[config.mk]
export PLATFORM = sky130hd
export DESIGN_NAME = act_skew_feeder
export DESIGN_NICKNAME = d
export VERILOG_FILES = /design/src/rtl/act_skew_feeder.sv
export SDC_FILE = /design/constraint.sdc
export NUM_CORES = 1
export LEC_CHECK = 0
export BUFFER_PORTS_ARGS = -buffer_cell sky130_fd_sc_hd__buf_2
export CORE_MARGIN = 1
export CORE_UTILIZATION = 60
export DETAILED_ROUTE_END_ITERATION = 10
export PLACE_DENSITY = 0.85
export SYNTH_ARGS = -nofsm -noshare
export SYNTH_HDL_FRONTEND = slang
export SYNTH_SLANG_ARGS = --single-unit
[constraint.sdc]
create_clock -name clk -period 4.4 [get_ports clk]
set_clock_uncertainty 0.1 [all_clocks]
set_input_delay 0.88 -clock clk [delete_from_list [all_inputs] [get_ports clk]]
set_output_delay 0.88 -clock clk [all_outputs]
set_load 0.05 [all_outputs]
[src/rtl/act_skew_feeder.sv]
`default_nettype none
// +----------------------------------------------------------------------------+
// | Module      : act_skew_feeder                                              |
// | Description : Activation staging ahead of the weight-stationary PE array.  |
// |               Accepts one activation row per handshake and emits a         |
// |               diagonally skewed stream (lane i delayed i cycles), a        |
// |               per-lane zero mask for PE clock gating, and tile framing     |
// |               with a drain phase and a done pulse.                         |
// | Revision    : 1.0 - initial release                                        |
// +----------------------------------------------------------------------------+
module act_skew_feeder #(
    parameter int SIZE = 8,
    parameter int ROW  = 8
) (
    input  logic                clk,
    input  logic                reset,
    input  logic [ROW*SIZE-1:0] in_data,
    input  logic                in_valid,
    input  logic                in_last,
    output logic                in_ready,
    input  logic                flush,
    output logic [ROW*SIZE-1:0] a_vec,
    output logic [ROW-1:0]      lane_valid,
    output logic [ROW-1:0]      zero_mask,
    output logic                busy,
    output logic                out_done
);

    // The drain counter only ever holds values 0..ROW-1.
    localparam int            c_CW         = $clog2(ROW);
    localparam logic [c_CW-1:0] c_DRAIN_LOAD = c_CW'(ROW - 1);
    localparam logic [c_CW-1:0] c_CNT_ONE    = c_CW'(1);

    typedef enum logic [1:0] {
        S_IDLE  = 2'd0,
        S_FEED  = 2'd1,
        S_DRAIN = 2'd2
    } state_t;

    state_t            r_state;
    state_t            w_next_state;
    logic [c_CW-1:0]   r_drain_cnt;
    logic              r_out_done;
    logic              w_accept;
    logic              w_drain_end;

    // Ready depends on the state alone so upstream never sees a combinational loop.
    assign in_ready = (r_state != S_DRAIN);
    assign busy     = (r_state != S_IDLE);
    assign out_done = r_out_done;
    assign w_accept = in_valid & in_ready;

    // Next-state logic; flush overrides everything and returns to IDLE.
    always_comb begin
        w_next_state = r_state;
        w_drain_end  = 1'b0;
        if (flush) begin
            w_next_state = S_IDLE;
        end else begin
            case (r_state)
                S_IDLE, S_FEED: begin
                    if (w_accept) begin
                        w_next_state = in_last ? S_DRAIN : S_FEED;
                    end
                end
                S_DRAIN: begin
                    // Counter about to hit zero: the last element reaches lane ROW-1 now.
                    if (r_drain_cnt == c_CNT_ONE) begin
                        w_next_state = S_IDLE;
                        w_drain_end  = 1'b1;
                    end
                end
                default: w_next_state = S_IDLE;
            endcase
        end
    end

    // State register, drain counter and the registered done pulse.
    always_ff @(posedge clk or negedge reset) begin
        if (!reset) begin
            r_state     <= S_IDLE;
            r_drain_cnt <= '0;
            r_out_done  <= 1'b0;
        end else begin
            r_state    <= w_next_state;
            r_out_done <= w_drain_end;
            if (flush) begin
                r_drain_cnt <= '0;
            end else if ((r_state != S_DRAIN) && (w_next_state == S_DRAIN)) begin
                r_drain_cnt <= c_DRAIN_LOAD;
            end else if (r_state == S_DRAIN) begin
                r_drain_cnt <= r_drain_cnt - c_CNT_ONE;
            end
        end
    end

    // Triangular skew pipeline: lane gi is a chain of gi+1 registers.
    for (genvar gi = 0; gi < ROW; gi++) begin : g_lane
        logic [SIZE-1:0] r_data [0:gi];
        logic            r_vld  [0:gi];

        // Head loads the accepted element or a bubble; the rest of the chain shifts every cycle.
        always_ff @(posedge clk or negedge reset) begin
            if (!reset) begin
                for (int s = 0; s <= gi; s++) begin
                    r_data[s] <= '0;
                    r_vld[s]  <= 1'b0;
                end
            end else if (flush) begin
                for (int s = 0; s <= gi; s++) begin
                    r_data[s] <= '0;
                    r_vld[s]  <= 1'b0;
                end
            end else begin
                for (int s = gi; s > 0; s--) begin
                    r_data[s] <= r_data[s-1];
                    r_vld[s]  <= r_vld[s-1];
                end
                if (w_accept) begin
                    r_data[0] <= in_data[SIZE*(ROW-gi)-1 -: SIZE];
                    r_vld[0]  <= 1'b1;
                end else begin
                    r_data[0] <= '0;
                    r_vld[0]  <= 1'b0;
                end
            end
        end

        assign a_vec[SIZE*(ROW-gi)-1 -: SIZE] = r_data[gi];
        assign lane_valid[gi]                 = r_vld[gi];
        assign zero_mask[gi]                  = (r_data[gi] == '0);
    end

endmodule
`default_nettype wire
==> results of run 1 <==
[per-layer routing]
| metal | GRT usage, % | vias to the layer above | routed length, µm |
|---|---|---|---|
| met3 | 5.936 | 37 | 1283 |
| met1 | 20.23 | 2292 | 5398 |
| met5 | 0 | - | 10 |
| met4 | 6.124 | 2 | 400 |
| met2 | 27.17 | 158 | 6548 |
| li1 | - | 2386 | - |
[cells by family (layout without fill, tap and decap cells)]
group / after synthesis / after routing
flip-flops: 302 / 302
adder cells (fa/ha/maj): 2 / 2
AO/OA/AOI/OAI: 5 / 5
AND/OR/NAND/NOR: 328 / 328
other: 0 / 3
buffers and inverters: 93 / 210
XOR/XNOR: 2 / 2
multiplexers: 1 / 1
[state kept, by name (all words and copies together), names as in the netlist]
name / count
a_vec: 56
g_lane.r_data: 232
g_lane.r_vld: 1
lane_valid: 7
out_done: 1
r_drain_cnt: 3
r_state: 2
[area by class of cell]
cell class	instances	share of cell area [%]
inverters	2	0.06367
clock inverters	15	1.401
diodes	3	0.06367
repair buffers	156	7.078
clock buffers	37	6.834
well taps	220	2.335
flip-flops and latches	302	64.10
multi-input cells	338	18.13
[worst min-delay path by stage]
stage / endpoint / slack [ns] / cells after the start
3_3_place_gp: a_vec[41]$_DFF_PN0_ / 0.34 / 1
6_report: g_lane[3].r_data[28]$_DFF_PN0_ / 0.25 / 1
3_5_place_dp: g_lane[3].r_data[15]$_DFF_PN0_ / 0.35 / 1
5_1_grt: g_lane[3].r_data[27]$_DFF_PN0_ / 0.30 / 1
4_1_cts: g_lane[3].r_data[26]$_DFF_PN0_ / 0.28 / 1
2_1_floorplan: a_vec[0]$_DFF_PN0_ / 0.34 / 1
[synth_stat cells, drive strengths merged]
library cell  number  share of area (%)
nand3              1              0.048
and3b              1              0.085
nor3b              1              0.073
inv                2              0.073
buf               67                5.0
or2                1              0.061
mux2               1               0.11
nor2b            232                 14
dfrtp            302                 73
and2              64                3.9
nand2b             1              0.061
nand3b             1              0.073
a2111oi            1              0.085
xor2               1              0.085
a21oi              3               0.15
ha                 2               0.24
o31ai              1              0.073
or4               16                1.2
xnor2              1              0.085
nor2              10               0.36
clkbuf            24               0.87
[power groups by stage]
| stage | sequential (mW) | clock, mW | combinational [mW] |
|---|---|---|---|
| after global placement | 2.90 | 0 | 0.269 |
| final | 2.85 | 2.44 | 0.271 |
| after CTS | 2.85 | 2.50 | 0.278 |
| after global routing | 2.86 | 2.62 | 0.302 |
| after floorplan | 2.91 | 0 | 0.159 |
| after detailed placement | 2.90 | 0 | 0.277 |
[metrics by stage]
stage                     utilization [%]  instance area, µm²  worst slack [ns]
after CTS                           70.55               11780             1.488
after floorplan                         -               10310             1.638
final                               70.59               11790             1.540
after global routing                70.55               11780             1.476
after global placement              64.74               10810             1.739
after detailed placement            64.74               10810             1.652
==> metrics.csv, run 1 <==
metric,value,unit
final hold vios,0,
setup TNS,0,ns
Initial Util,61.74,%
die span in y,133.1,µm
Final setup viols,0,
CTS tree,done,
Final #Nets,899,
Worst Setup Start Kind,flop,
pwr dens,471.6,mW/mm²
Synth Cell Area,0.01031,mm²
post-route ant nets,0,
Reg2Reg Depth,3,
"Period Utilization, post-route",64.99,%
XOR/XNOR Fraction of Synth Area,0.1699,%
Final Slew Violations,0,
Power Total,5.560,mW
Post-CTS Setup Bufs,0,
leakage,6.244,nW
Post-Synthesis Cells,733,
net count after synthesis,804,
via count,4875,
"Reg clk slew, reported paths",0.06,ns
TritonCTS Buffers,28,
vias in the first global route,4955,
Max stage delay on crit path,0.57,ns
GP Congestion,0.6999,
Rows,47,
combinational share of power,4.9,%
Psw,1.176,mW
Detail Placement HPWL,8135,µm
mux contribution to synthesized area,0.1092,%
minimum period implied by the final worst setup slack,2.860,ns
clock network power share,43.8,%
DRC,0,
Avg Inst Size Synth,14.07,µm²
"critical path, cell by cell",or4_1 -> nor2_1 -> buf_2,
fmax,349.7,MHz
routed vias/inst,4.543,
warnings from Yosys,0,
"IR drop worst, VDD",0.3589,mV
"most common cell after layout, fill and taps aside",dfrtp_1,
cell family with most CP delay,simple AND/OR/NAND/NOR gates,
clock root buffer,clkbuf_16,
Top Ports,152,
Worst-Skew Late Latency,0.53,ns
WP data arrival,1.88,ns
layout cells sized above 1,24.47,%
Cell variety after synth,24,
total track usage,16.50,%
Fillers,1124,
first-pass GRT wire length,23100,µm
drt initial violations,252,
final instance count without filler cells,1073,
placed cells,1018,
Worst setup EP type,output pin,
H-Tree Depth,1,
final hold slack,0.2455,ns
Core Area,0.01670,mm²
RSZ-0062 raised after global routing,no,
status,completed,
synthesized flop and latch total,302,
sequential share of power,51.3,%
worst r2r src,r_state[1]$_DFF_PN0_,
slew at the pin closest to its max-slew limit,0.9148,ns
Post-Synth Simple-Gate Area,19.89,%
initial antenna violation count,3,
critical path data required time,3.42,ns
Compound-Gate Fraction of Synth Area,0.3034,%
largest family of logic cells by synthesized area,simple AND/OR/NAND/NOR gates,
CP endpoint,zero_mask[1],
IO Port Bufs,151,
worst path bufs/invs,1,
Clock Tree Buf Depth,3,
CP Launch Point,a_vec[53]$_DFF_PN0_,
Critical Path Fanout Max,2,
Sink Count,302,
Hold Path Class,primary input to async pin,
crit path kind,flop to output pin,
Critical Path Stages,3,
Die Area,0.01771,mm²
FF/Latch Area,0.007557,mm²
largest net degree at the start of global routing,105,
Sw Ratio,21.16,%
max cap viols,0,
internal cell power,4.384,mW
Die W,133.1,µm
Initial DRT Pass Iterations,4,
Slew headroom,39.02,%
P&R area growth vs syn,14.34,%
"commonest non-fill, non-tap cells in the layout","302 x dfrtp_1, 232 x nor2b_1, 149 x buf_2",
Reg2Reg Capture Point,g_lane[6].r_data[55]$_DFF_PN0_,
reg2reg setup slack,2.51,ns
"Seq/Total Area, Yosys",73.29,%
total wire length,13640,µm
# resized after CTS,0,
area of the multi-input gates,0.002137,mm²
drt wl/cell,12.71,µm
Synth Area in Adders,0.2427,%
grt ovf,0,
CP max-delay cell,or4_1,
CTS Hold Bufs,0,
(Power assumes the default switching activity.)
==> run 2, diff against run 1 <==
--- a/config.mk
+++ b/config.mk
@@ -7,9 +7,9 @@
 export LEC_CHECK = 0
 export BUFFER_PORTS_ARGS = -buffer_cell sky130_fd_sc_hd__buf_2
 export CORE_MARGIN = 1
-export CORE_UTILIZATION = 60
+export CORE_UTILIZATION = 56
 export DETAILED_ROUTE_END_ITERATION = 10
-export PLACE_DENSITY = 0.85
+export PLACE_DENSITY = 0.8
 export SYNTH_ARGS = -nofsm -noshare
 export SYNTH_HDL_FRONTEND = slang
 export SYNTH_SLANG_ARGS = --single-unit
==> constraint.sdc (replaced) <==
create_clock -name clk -period 2.76 [get_ports clk]
set_clock_uncertainty 0.1 [all_clocks]
set_input_delay 0.552 -clock clk [delete_from_list [all_inputs] [get_ports clk]]
set_output_delay 0.552 -clock clk [all_outputs]
set_load 0.05 [all_outputs]
==> run 2 against run 1 <==
Net effect: design area up 0.70%; core utilization down 4.7 points; count of clock-buffer cells in the layout up 8; via count increased by 2.4%.
==> metrics.csv, run 2 (same netlist as run 1, synthesis figures left out) <==
metric,value,unit,change
status,completed,,
Final Slew Violations,0,,unchanged
first-pass GRT wire length,23730,µm,+2.7%
Hold Path Class,primary input to flop,,
Worst Setup Start Kind,flop,,
largest net degree at the start of global routing,178,,+70%
"commonest non-fill, non-tap cells in the layout","302 x dfrtp_1, 232 x nor2b_1, 149 x buf_2",,
pwr dens,745.9,mW/mm²,+58%
leakage,6.289,nW,+0.73%
DRC,0,,unchanged
total wire length,14380,µm,+5.4%
"most common cell after layout, fill and taps aside",dfrtp_1,,
GP Congestion,0.7271,,+3.9%
CTS tree,done,,
TritonCTS Buffers,29,,+3.6%
slew at the pin closest to its max-slew limit,0.7242,ns,-0.1906 ns
CP Launch Point,a_vec[53]$_DFF_PN0_,,
Detail Placement HPWL,8788,µm,+8.0%
max reg flops,232,,unchanged
area of placed instances,0.01090,mm²,+0.78%
P&R area growth vs syn,15.14,%,
Hold Crit Start,in_data[39],,
total track usage,16.16,%,-0.34 points
worst path bufs/invs,1,,unchanged
die span in y,137.7,µm,+3.5%
clock root buffer,clkbuf_16,,
Top Ports,152,,unchanged
grt ovf,0,,unchanged
post-route cell area,0.01187,mm²,+0.70%
setup TNS,0,ns,unchanged
Slew headroom,51.72,%,+13 points
"Most flops, register",g_lane.r_data,,
critical path data required time,2.11,ns,-1.31 ns
"critical path, cell by cell",or4_1 -> nor2_1 -> buf_2,,
"Reg clk slew, reported paths",0.06,ns,about the same
RSZ-0062 raised after global routing,no,,
post-route ant nets,0,,unchanged
Final #Nets,904,,+0.56%
max cap viols,0,,unchanged
Initial DRT Pass Iterations,4,,unchanged
Die Area,0.01896,mm²,+7.0%
Max stage delay on crit path,0.57,ns,about the same
Final setup viols,0,,unchanged
IO Port Bufs,151,,unchanged
"Period Utilization, post-route",92.71,%,
crit path kind,flop to output pin,,
via count,4991,,+2.4%
drt initial violations,177,,-30%
initial antenna violation count,3,,unchanged
Sink Count,302,,unchanged
H-Tree Depth,1,,unchanged
worst r2r src,r_state[0]$_DFF_PN0_,,
Rows,49,,+4.3%
Core Area,0.01802,mm²,+7.9%
routed vias/inst,4.604,,+1.3%
Worst-Skew Late Latency,0.54,ns,about the same
minimum period implied by the final worst setup slack,2.559,ns,
vias in the first global route,4969,,+0.28%
Worst setup EP type,output pin,,
drt wl/cell,13.26,µm,+4.3%
Clock Tree Buf Depth,3,,unchanged
WP data arrival,1.91,ns,+0.03 ns
Critical Path Fanout Max,2,,unchanged
Die W,137.7,µm,+3.5%
cell family with most CP delay,simple AND/OR/NAND/NOR gates,,
"IR drop worst, VDD",0.5792,mV,+61%
Initial Util,57.21,%,-4.5 points
fmax,390.8,MHz,
layout cells sized above 1,24.47,%,about the same
CP max-delay cell,or4_1,,
final hold vios,0,,unchanged
==> run 2: worst register-to-register path: stages, from the launching register on <==
cell,delay (ns)
dfrtp_1,0.40
nand2b_1,0.26
and3b_2,0.41
buf_12,0.22
and2_1,0.19
==> run 2: timing repair <==
action	in CTS	in global routing
hold buffers	1	0
hold endpoints to repair	71	0
resized for setup	0	0
buffers inserted	0	0
==> run 2: worst paths after layout <==
kind / slack, ns / end / cells past startpoint
setup reg to reg: 1.05 / g_lane[7].r_data[58]$_DFF_PN0_ / 4
hold reg to reg: 0.34 / g_lane[6].r_data[43]$_DFF_PN0_ / 1
min in group asynchronous: 0.50 / g_lane[4].r_data[18]$_DFF_PN0_ / 2
hold / removal: 0.11 / g_lane[3].r_data[31]$_DFF_PN0_ / 2
setup / recovery: 0.20 / zero_mask[1] / 3
max in group asynchronous: 1.30 / g_lane[7].r_data[10]$_DFF_PN0_ / 3
==> run 2: per-layer routing <==
metal,GRT usage [%],vias up,share of wire [%]
met3,5.298,31,8.1
met2,25.63,152,48
met5,0,-,0.090
li1,-,2394,-
met4,5.676,2,2.2
met1,21.01,2412,42
==> run 2: layout make-up <==
| class | count | area [µm²] |
|---|---|---|
| fill | 1317 | 6152 |
| antenna | 1 | 2.502 |
| clock buffer | 45 | 895.9 |
| timing repair buffer | 160 | 917.1 |
| multi-input combinational | 338 | 2137 |
| inverter | 2 | 7.507 |
| sequential | 302 | 7557 |
| tap | 229 | 286.5 |
| clock inverter | 7 | 68.82 |
==> run 2: power by group <==
group / switching [mW] / internal (mW)
registers: 0.0269 / 4.52
logic: 0.306 / 0.146
clock network: 1.55 / 2.31
==> run 2: through the flow <==
step / hold WS (ns) / instances / utilization, % / power (mW) / setup slack [ns]
after global routing: 0.1001 / 1083 / 65.85 / 9.227 / 0.1514
after floorplan: 0.1564 / 733 / - / 4.898 / 0.3256
after CTS: 0.09080 / 1083 / 65.85 / 8.989 / 0.1560
after global placement: 0.3408 / 1030 / 60.45 / 5.075 / 0.7123
after detailed placement: 0.3463 / 1030 / 60.45 / 5.092 / 0.7204
final: 0.1141 / 1084 / 65.87 / 8.856 / 0.2012
